==> src/rtl/tag_fifo_writer.sv <==
// Tag FIFO writer: forwards tags to a downstream FIFO one cycle late, drops them while the FIFO is
// almost full and closes each drop episode with a single marker word. Optional output: TAG_OVF_STICKY_EN.
module tag_fifo_writer #(
  parameter int OVF_CNT_W = 16
) (
  input  logic                 clk,
  input  logic                 reset_n,
  input  logic                 tag_valid,
  input  logic [29:0]          tag_data,
  input  logic                 fifo_full,
  input  logic                 fifo_almost_full,
  input  logic                 clear_ovf,
  output logic [31:0]          fifo_din,
  output logic                 fifo_wr_en,
  output logic [OVF_CNT_W-1:0] ovf_count,
  output logic                 ovf_active
`ifdef TAG_OVF_STICKY_EN
  ,
  output logic                 ovf_sticky
`endif
);

  typedef enum logic [1:0] {
    PASS = 2'd0,
    DROP = 2'd1,
    MARK = 2'd2
  } state_t;

  localparam logic [OVF_CNT_W-1:0] CNT_MAX = '1;

  state_t               r_state;
  state_t               w_state_nxt;
  logic [OVF_CNT_W-1:0] r_drop_cnt;
  logic [OVF_CNT_W-1:0] w_drop_cnt_nxt;
  logic [OVF_CNT_W-1:0] w_drop_cnt_inc;
  logic [OVF_CNT_W-1:0] r_ovf_count;
  logic [OVF_CNT_W-1:0] w_ovf_count_nxt;
  logic [31:0]          r_din;
  logic [31:0]          w_din_nxt;
  logic                 r_wr_en;
  logic                 w_wr_en_nxt;
  logic                 w_drop;

  assign w_drop_cnt_inc = (r_drop_cnt == CNT_MAX) ? r_drop_cnt : r_drop_cnt + OVF_CNT_W'(1);

  always_comb begin
    w_state_nxt    = r_state;
    w_drop_cnt_nxt = r_drop_cnt;
    w_din_nxt      = r_din;
    w_wr_en_nxt    = 1'b0;
    w_drop         = 1'b0;
    case (r_state)
      PASS: begin
        if (tag_valid && !fifo_almost_full) begin
          w_wr_en_nxt = 1'b1;
          w_din_nxt   = {2'b00, tag_data};
        end else if (tag_valid) begin
          w_drop         = 1'b1;
          w_drop_cnt_nxt = OVF_CNT_W'(1);
          w_state_nxt    = DROP;
        end
      end
      DROP: begin
        if (tag_valid) begin
          w_drop         = 1'b1;
          w_drop_cnt_nxt = w_drop_cnt_inc;
        end
        if (!fifo_almost_full) begin
          w_state_nxt = MARK;
        end
      end
      MARK: begin
        // A tag arriving here cannot be written either way, so it joins the episode count.
        if (tag_valid) begin
          w_drop         = 1'b1;
          w_drop_cnt_nxt = w_drop_cnt_inc;
        end
        if (!fifo_almost_full) begin
          w_wr_en_nxt    = 1'b1;
          w_din_nxt      = {2'b01, 30'(w_drop_cnt_nxt)};
          w_drop_cnt_nxt = '0;
          w_state_nxt    = PASS;
        end else begin
          w_state_nxt = DROP;
        end
      end
      default: begin
        w_state_nxt    = PASS;
        w_drop_cnt_nxt = '0;
      end
    endcase
  end

  always_comb begin
    w_ovf_count_nxt = r_ovf_count;
    if (clear_ovf) begin
      w_ovf_count_nxt = w_drop ? OVF_CNT_W'(1) : '0;
    end else if (w_drop && (r_ovf_count != CNT_MAX)) begin
      w_ovf_count_nxt = r_ovf_count + OVF_CNT_W'(1);
    end
  end

  always_ff @(posedge clk or negedge reset_n) begin
    if (!reset_n) begin
      r_state     <= PASS;
      r_drop_cnt  <= '0;
      r_ovf_count <= '0;
      r_din       <= '0;
      r_wr_en     <= 1'b0;
    end else begin
      r_state     <= w_state_nxt;
      r_drop_cnt  <= w_drop_cnt_nxt;
      r_ovf_count <= w_ovf_count_nxt;
      r_din       <= w_din_nxt;
      r_wr_en     <= w_wr_en_nxt;
    end
  end

  assign fifo_din   = r_din;
  assign fifo_wr_en = r_wr_en;
  assign ovf_count  = r_ovf_count;
  assign ovf_active = (r_state != PASS);

`ifdef TAG_OVF_STICKY_EN
  logic r_ovf_sticky;

  always_ff @(posedge clk or negedge reset_n) begin
    if (!reset_n) begin
      r_ovf_sticky <= 1'b0;
    end else if (w_drop) begin
      r_ovf_sticky <= 1'b1;
    end else if (clear_ovf) begin
      r_ovf_sticky <= 1'b0;
    end
  end

  assign ovf_sticky = r_ovf_sticky;
`endif

`ifndef SYNTHESIS
  // Writes are gated by almost-full one cycle earlier, so a write into a full FIFO is an upstream bug.
  a_no_wr_when_full: assert property (@(posedge clk) disable iff (!reset_n) !(fifo_wr_en && fifo_full))
    else $error("fifo_wr_en asserted while fifo_full");
`endif

endmodule

==> config.mk <==
export PLATFORM = sky130hd
export DESIGN_NAME = tag_fifo_writer
export DESIGN_NICKNAME = d
export VERILOG_FILES = /design/src/rtl/tag_fifo_writer.sv
export SDC_FILE = /design/constraint.sdc
export NUM_CORES = 1
export LEC_CHECK = 0
export CAP_MARGIN = 25
export CELL_PAD_IN_SITES_DETAIL_PLACEMENT = 1
export CELL_PAD_IN_SITES_GLOBAL_PLACEMENT = 1
export CORE_UTILIZATION = 35
export CTS_CLUSTER_SIZE = 8
export DETAILED_ROUTE_END_ITERATION = 10
export PLACE_DENSITY_LB_ADDON = 0.15
export SETUP_SLACK_MARGIN = 0.3
export SYNTH_ARGS = -nofsm -noshare
export SYNTH_HDL_FRONTEND = slang
export SYNTH_SLANG_ARGS = --single-unit
export TNS_END_PERCENT = 50
==> constraint.sdc <==
create_clock -name clk -period 2 [get_ports clk]
set_input_delay 0.4 -clock clk [delete_from_list [all_inputs] [get_ports clk]]
set_output_delay 0.4 -clock clk [all_outputs]
set_load 0.02 [all_outputs]
== Word level (Yosys, flattened, before mapping) ==
Cells that the tools add are included.

* $add $sub $neg: 2
* Reductions and logical operators: 11
* Multiplexer cells: 23
* Eq/ne operators: 9

{| class="wikitable"
|+ Operators by type and width
! operator !! number
|-
| $mux W16 || 7
|-
| $mux W32 || 2
|-
| $pmux W32 S2 || 1
|-
| $pmux W16 S3 || 1
|-
| $add A16 B1 Y16 const B || 2
|-
| $eq A16 B16 Y1 const B || 1
|-
| $ne A16 B16 Y1 const B || 1
|-
| $ne A2 B2 Y1 const B || 5
|-
| $mux W1 || 6
|-
| $mux W2 || 3
|-
| $pmux W2 S3 || 1
|-
| $reduce_and A3 Y1 || 2
|-
| $reduce_bool A2 Y1 || 3
|-
| $pmux W1 S2 || 2
|-
| $eq A2 B1 Y1 const B || 1
|-
| $eq A2 B2 Y1 const B || 1
|-
| $logic_and A1 B1 Y1 || 2
|-
| $logic_not A2 Y1 || 1
|-
| $reduce_and A2 Y1 || 1
|-
| $reduce_or A2 Y1 || 1
|-
| $logic_not A1 Y1 || 1
|}

* Bits in registers: 67
* Word-level logic and storage cells: 50
* Input port bits: 36
* Output and inout bits: 50

== Longest topological paths before layout ==
* Word-level depth: 7
* Gate-level depth with buffers: 9
* Mapped depth without buffers: 6

== Worst setup path before layout ==
No wires, ideal clock.

* Path type: flip-flop to flip-flop
* Start point: register r_state[0]
* End point: register r_drop_cnt[6]
* Slack: -0.015 ns
* Library setup time: 0.087 ns
* Stages on the path, launching flop included: 9
* Data required time: 1.913 ns
* Clock period less this slack: 2.015 ns
* Data arrival time: 1.928 ns
* Path buffers: 2
* Path through: dfrtp_1 > inv_1 > ha_1 > buf_2 > a21boi_1 > or3_1 > buf_2 > or4_1 > o211ai_1

* Longest elaborated chain between the ends: 3
* Elaborated cells between the ends (all ways): 7
* Classes of those cells: 4 x eq/ne; 1 x mux; 2 x reduce/logical

{| class="wikitable"
|+ RTL lines
! what !! line !! text
|-
| start, declared || 31 || <nowiki>state_t r_state;</nowiki>
|-
| start signal, assigned || 111 || <nowiki>r_state <= w_state_nxt;</nowiki>
|-
| $logic_not A2 Y1 || 52 || <nowiki>case (r_state)</nowiki>
|-
| $ne A2 B2 Y1 (no source line) || - ||
|-
| $reduce_and A2 Y1 (no source line) || - ||
|-
| end signal, assigned || 112 || <nowiki>r_drop_cnt <= w_drop_cnt_nxt;</nowiki>
|-
| end, declared || 33 || <nowiki>logic [OVF_CNT_W-1:0] r_drop_cnt;</nowiki>
|}

Several ways; a longest one is shown, not always the timed one.
A chain may end at the register's enable or synchronous reset.

== Worst setup path in the final report ==
* Start point: register r_state[0]
* End point: register r_drop_cnt[4]

The elaborated chain is that of the path after synthesis.

==> flow_metrics.tcl <==
set metrics [dict create \
    antenna_found_initial 0 \
    placed_area_um2 5330 \
    grt_pass1_wl_um 25800 \
    wl_per_cell_um 28.5 \
    cts-htree-levels 3 \
    ir_worst_vdd_v 0.000566 \
    start_kind "flop" \
    timing.critical_path.fanout_max 8 \
    crit_path_end_kind "flop" \
    rsz0062_at_grt "true" \
    crit_arrival_ns 2.34 \
    reg2reg_to "r_drop_cnt[4]$_DFFE_PN0P_" \
    yosys_warnings 0 \
    holdBufCountCts 0 \
    maxCapViolations 0 \
    worst-r2r-cell-count 6 \
    violations "setup timing" \
    synth_seq_cells 66 \
    power_density_nw_per_um2 1120 \
    syn_inst 408 \
    status "complete, but fails checks" \
    grt-busiest-layer "met2" \
    area_delta_synth_final_pct 79.3 \
    drtIter0Drc 409 \
    fin_crit_ns 2.05 \
    port-buffer-count 83 \
    min_period_over_period_pct 103 \
    fp.coreArea_um2 10500 \
    grtUsageTotal_pct 29.6 \
    synth_edf_count 0 \
    root_buffer "clkbuf_8" \
    grt_pass1_vias 4739 \
    cts_tree "built" \
    hold_violations 0 \
    routed_via_density 6.38 \
    clk_latency_ns 0.39 \
    synth_flop_cell "dfrtp_1" \
    grt_max_degree 67 \
    nets 660 \
    finalMaxSlewViolations 0 \
    ff2ff_setup_slack_ns -0.05 \
    wl_um 21600 \
    required_ns 2.29 \
    std_cell_rows 37 \
    cts_buffers 9 \
    fmax_mhz 487 \
    fin_worst_skew_ns 0.0195 \
    synthTopCellsByArea "dfrtp_1 (43%), a21oi_1 (4.7%), or4_1 (3.9%)" \
    rr_startpoint "r_state[0]$_DFFE_PN0P_" \
    holdWs_ns 0.0284 \
    dieArea_um2 11400 \
    final_area_um2 6910 \
    drive_gt1_share_pct 42.4 \
    worst_slack_ns -0.0532 \
    netlist.top_cell.by_area "dfrtp_1" \
    use_met3_pct 4.50 \
    syn_area_per_cell_um2 9.45 \
    setup.worst_path.class "reg -> reg" \
    grt.overflow.total 0 \
    totalPowerFinal_mw 7.76 \
    die_h_um 107 \
    synth_top_area_share_pct 42.8 \
    die_w_um 107 \
    clkTransAtPathRegs_ns 0.10 \
    dp.final_hpwl_um 9360 \
    drtAntennaViolNets 0 \
    use_met1_pct 37.9 \
    vias 4839 \
    grtUsageMet2_pct 47.6 \
    synth.net_count 450 \
    ys_types 66 \
    p_leak_nw 3.00 \
    globalplace.congestion 0.799 \
    yosysSeqAreaShare_pct 42.8 \
    syn_area_um2 3860 \
    io_pins 86 \
    route.detailed.drc 0 \
    start_util_pct 36.7 \
    cts.sinks 66 \
    hold_path_class "in -> async" \
    diodes 0 \
    async_reset_ff_share_pct 100 \
    cts_buffer_depth 2 \
    first_pass_iters 5 \
    setup-violations-final 8 \
]
worst max-delay path by stage:
stage | startpoint | end | slack (ns) | cells after the start
2_1_floorplan | r_state[0]$_DFFE_PN0P_ | r_drop_cnt[6]$_DFFE_PN0P_ | 0.11 | 8
3_3_place_gp | tag_valid | fifo_din[13]$_DFFE_PN0P_ | -0.42 | 7
3_5_place_dp | fifo_almost_full | fifo_din[4]$_DFFE_PN0P_ | -0.48 | 6
4_1_cts | r_state[0]$_DFFE_PN0P_ | ovf_count[10]$_DFFE_PN0P_ | 0.11 | 6
5_1_grt | r_drop_cnt[1]$_DFFE_PN0P_ | r_drop_cnt[4]$_DFFE_PN0P_ | -0.08 | 8
6_report | r_state[0]$_DFFE_PN0P_ | r_drop_cnt[4]$_DFFE_PN0P_ | -0.05 | 6
final cells by class:
class	instances	area [um2]
inverters	14	60.1
repair buffers	229	2210
clock buffers	10	128
well taps	136	170
flip-flops and latches	66	1660
fillers	1112	3600
multi-input cells	298	2630
clock inverters	6	57.6
cell usage after synthesis (all sizes together) (7+ instances only):
cell / number
buf: 17
dfrtp: 66
a22o: 15
o21ai: 12
nand3: 21
o31ai: 10
nand4: 13
and4: 7
a21oi: 36
nor4b: 13
nand2: 24
inv: 14
nor2: 19
nor3: 12
or4: 21
clkbuf: 14
o211ai: 12
critical path, stage by stage (launching register included):
cell and delay, ns:
dfrtp_2 0.48, inv_4 0.11, ha_4 0.18, a21oi_4 0.08, or3_4 0.48, or4_1 0.48
o211ai_1 0.15
metrics by stage:
step | std cells | TNS (ns) | utilization [%] | worst slack (ns)
finish | 759 | -0.112 | 65.8 | -0.0532
floorplan | 408 | 0 | - | 0.110
global placement | 671 | -11.45 | 50.7 | -0.419
CTS | 731 | 0 | 59.5 | 0.112
global route | 759 | -0.662 | 65.8 | -0.0771
detailed placement | 671 | -14.80 | 50.7 | -0.476
layout by cell type (no fill, tap or decap), types with 4 or more instances in the layout:
cell,n
buf_12,5
dlygate4sd2_1,6
nor3_1,5
clkinv_2,4
o21ai_0,4
clkdlybuf4s50_1,69
and2_1,4
nand4_1,10
or3_4,4
and4_1,4
ha_4,5
nor3_4,5
clkbuf_8,9
a22o_1,15
dfrtp_1,63
a21oi_1,19
buf_4,97
a21oi_2,15
nand2_1,23
dlymetal6s2s_1,6
buf_6,39
nor2_1,17
o31ai_1,10
nand3_1,17
or4_1,11
inv_1,11
o211ai_1,12
or4_4,10
nor4b_1,9
o21ai_1,5
nand3_2,4
registers in the layout, indices dropped and copies added (netlist names):
register,count
fifo_wr_en,1
fifo_din,31
r_drop_cnt,16
r_state,2
ovf_count,16
timing repair:
action                     in CTS  in global routing
pin swaps                      45                 33
cloned                          4                  3
gates resized for setup        92                 99
buffers inserted               40                 25
setup endpoints to repair     111                109
cell families after synthesis:
kind of cell / count (synthesis) / synth area share (%)
other: 1 / 0.0972
DFF: 66 / 42.8
xor gates and xnor gates: 4 / 0.909
AOI/OAI and AO/OA: 120 / 22.1
buffers and inverters: 45 / 5.32
and+or+nand+nor: 161 / 25.4
muxes: 5 / 1.36
adders and majority gates: 6 / 1.95
where the power goes:
| part | switching (mW) | internal [mW] |
|---|---|---|
| Sequential | 0.297 | 1.67 |
| Combinational | 2.37 | 2.22 |
| Clock | 0.632 | 0.568 |
metal layers:
layer / part of all wire, % / wire (um)
met2: 49 / 10500
met4: 5.0 / 1090
met5: 0 / 0
met1: 40 / 8530
met3: 6.8 / 1470
(Power assumes the default switching activity.)
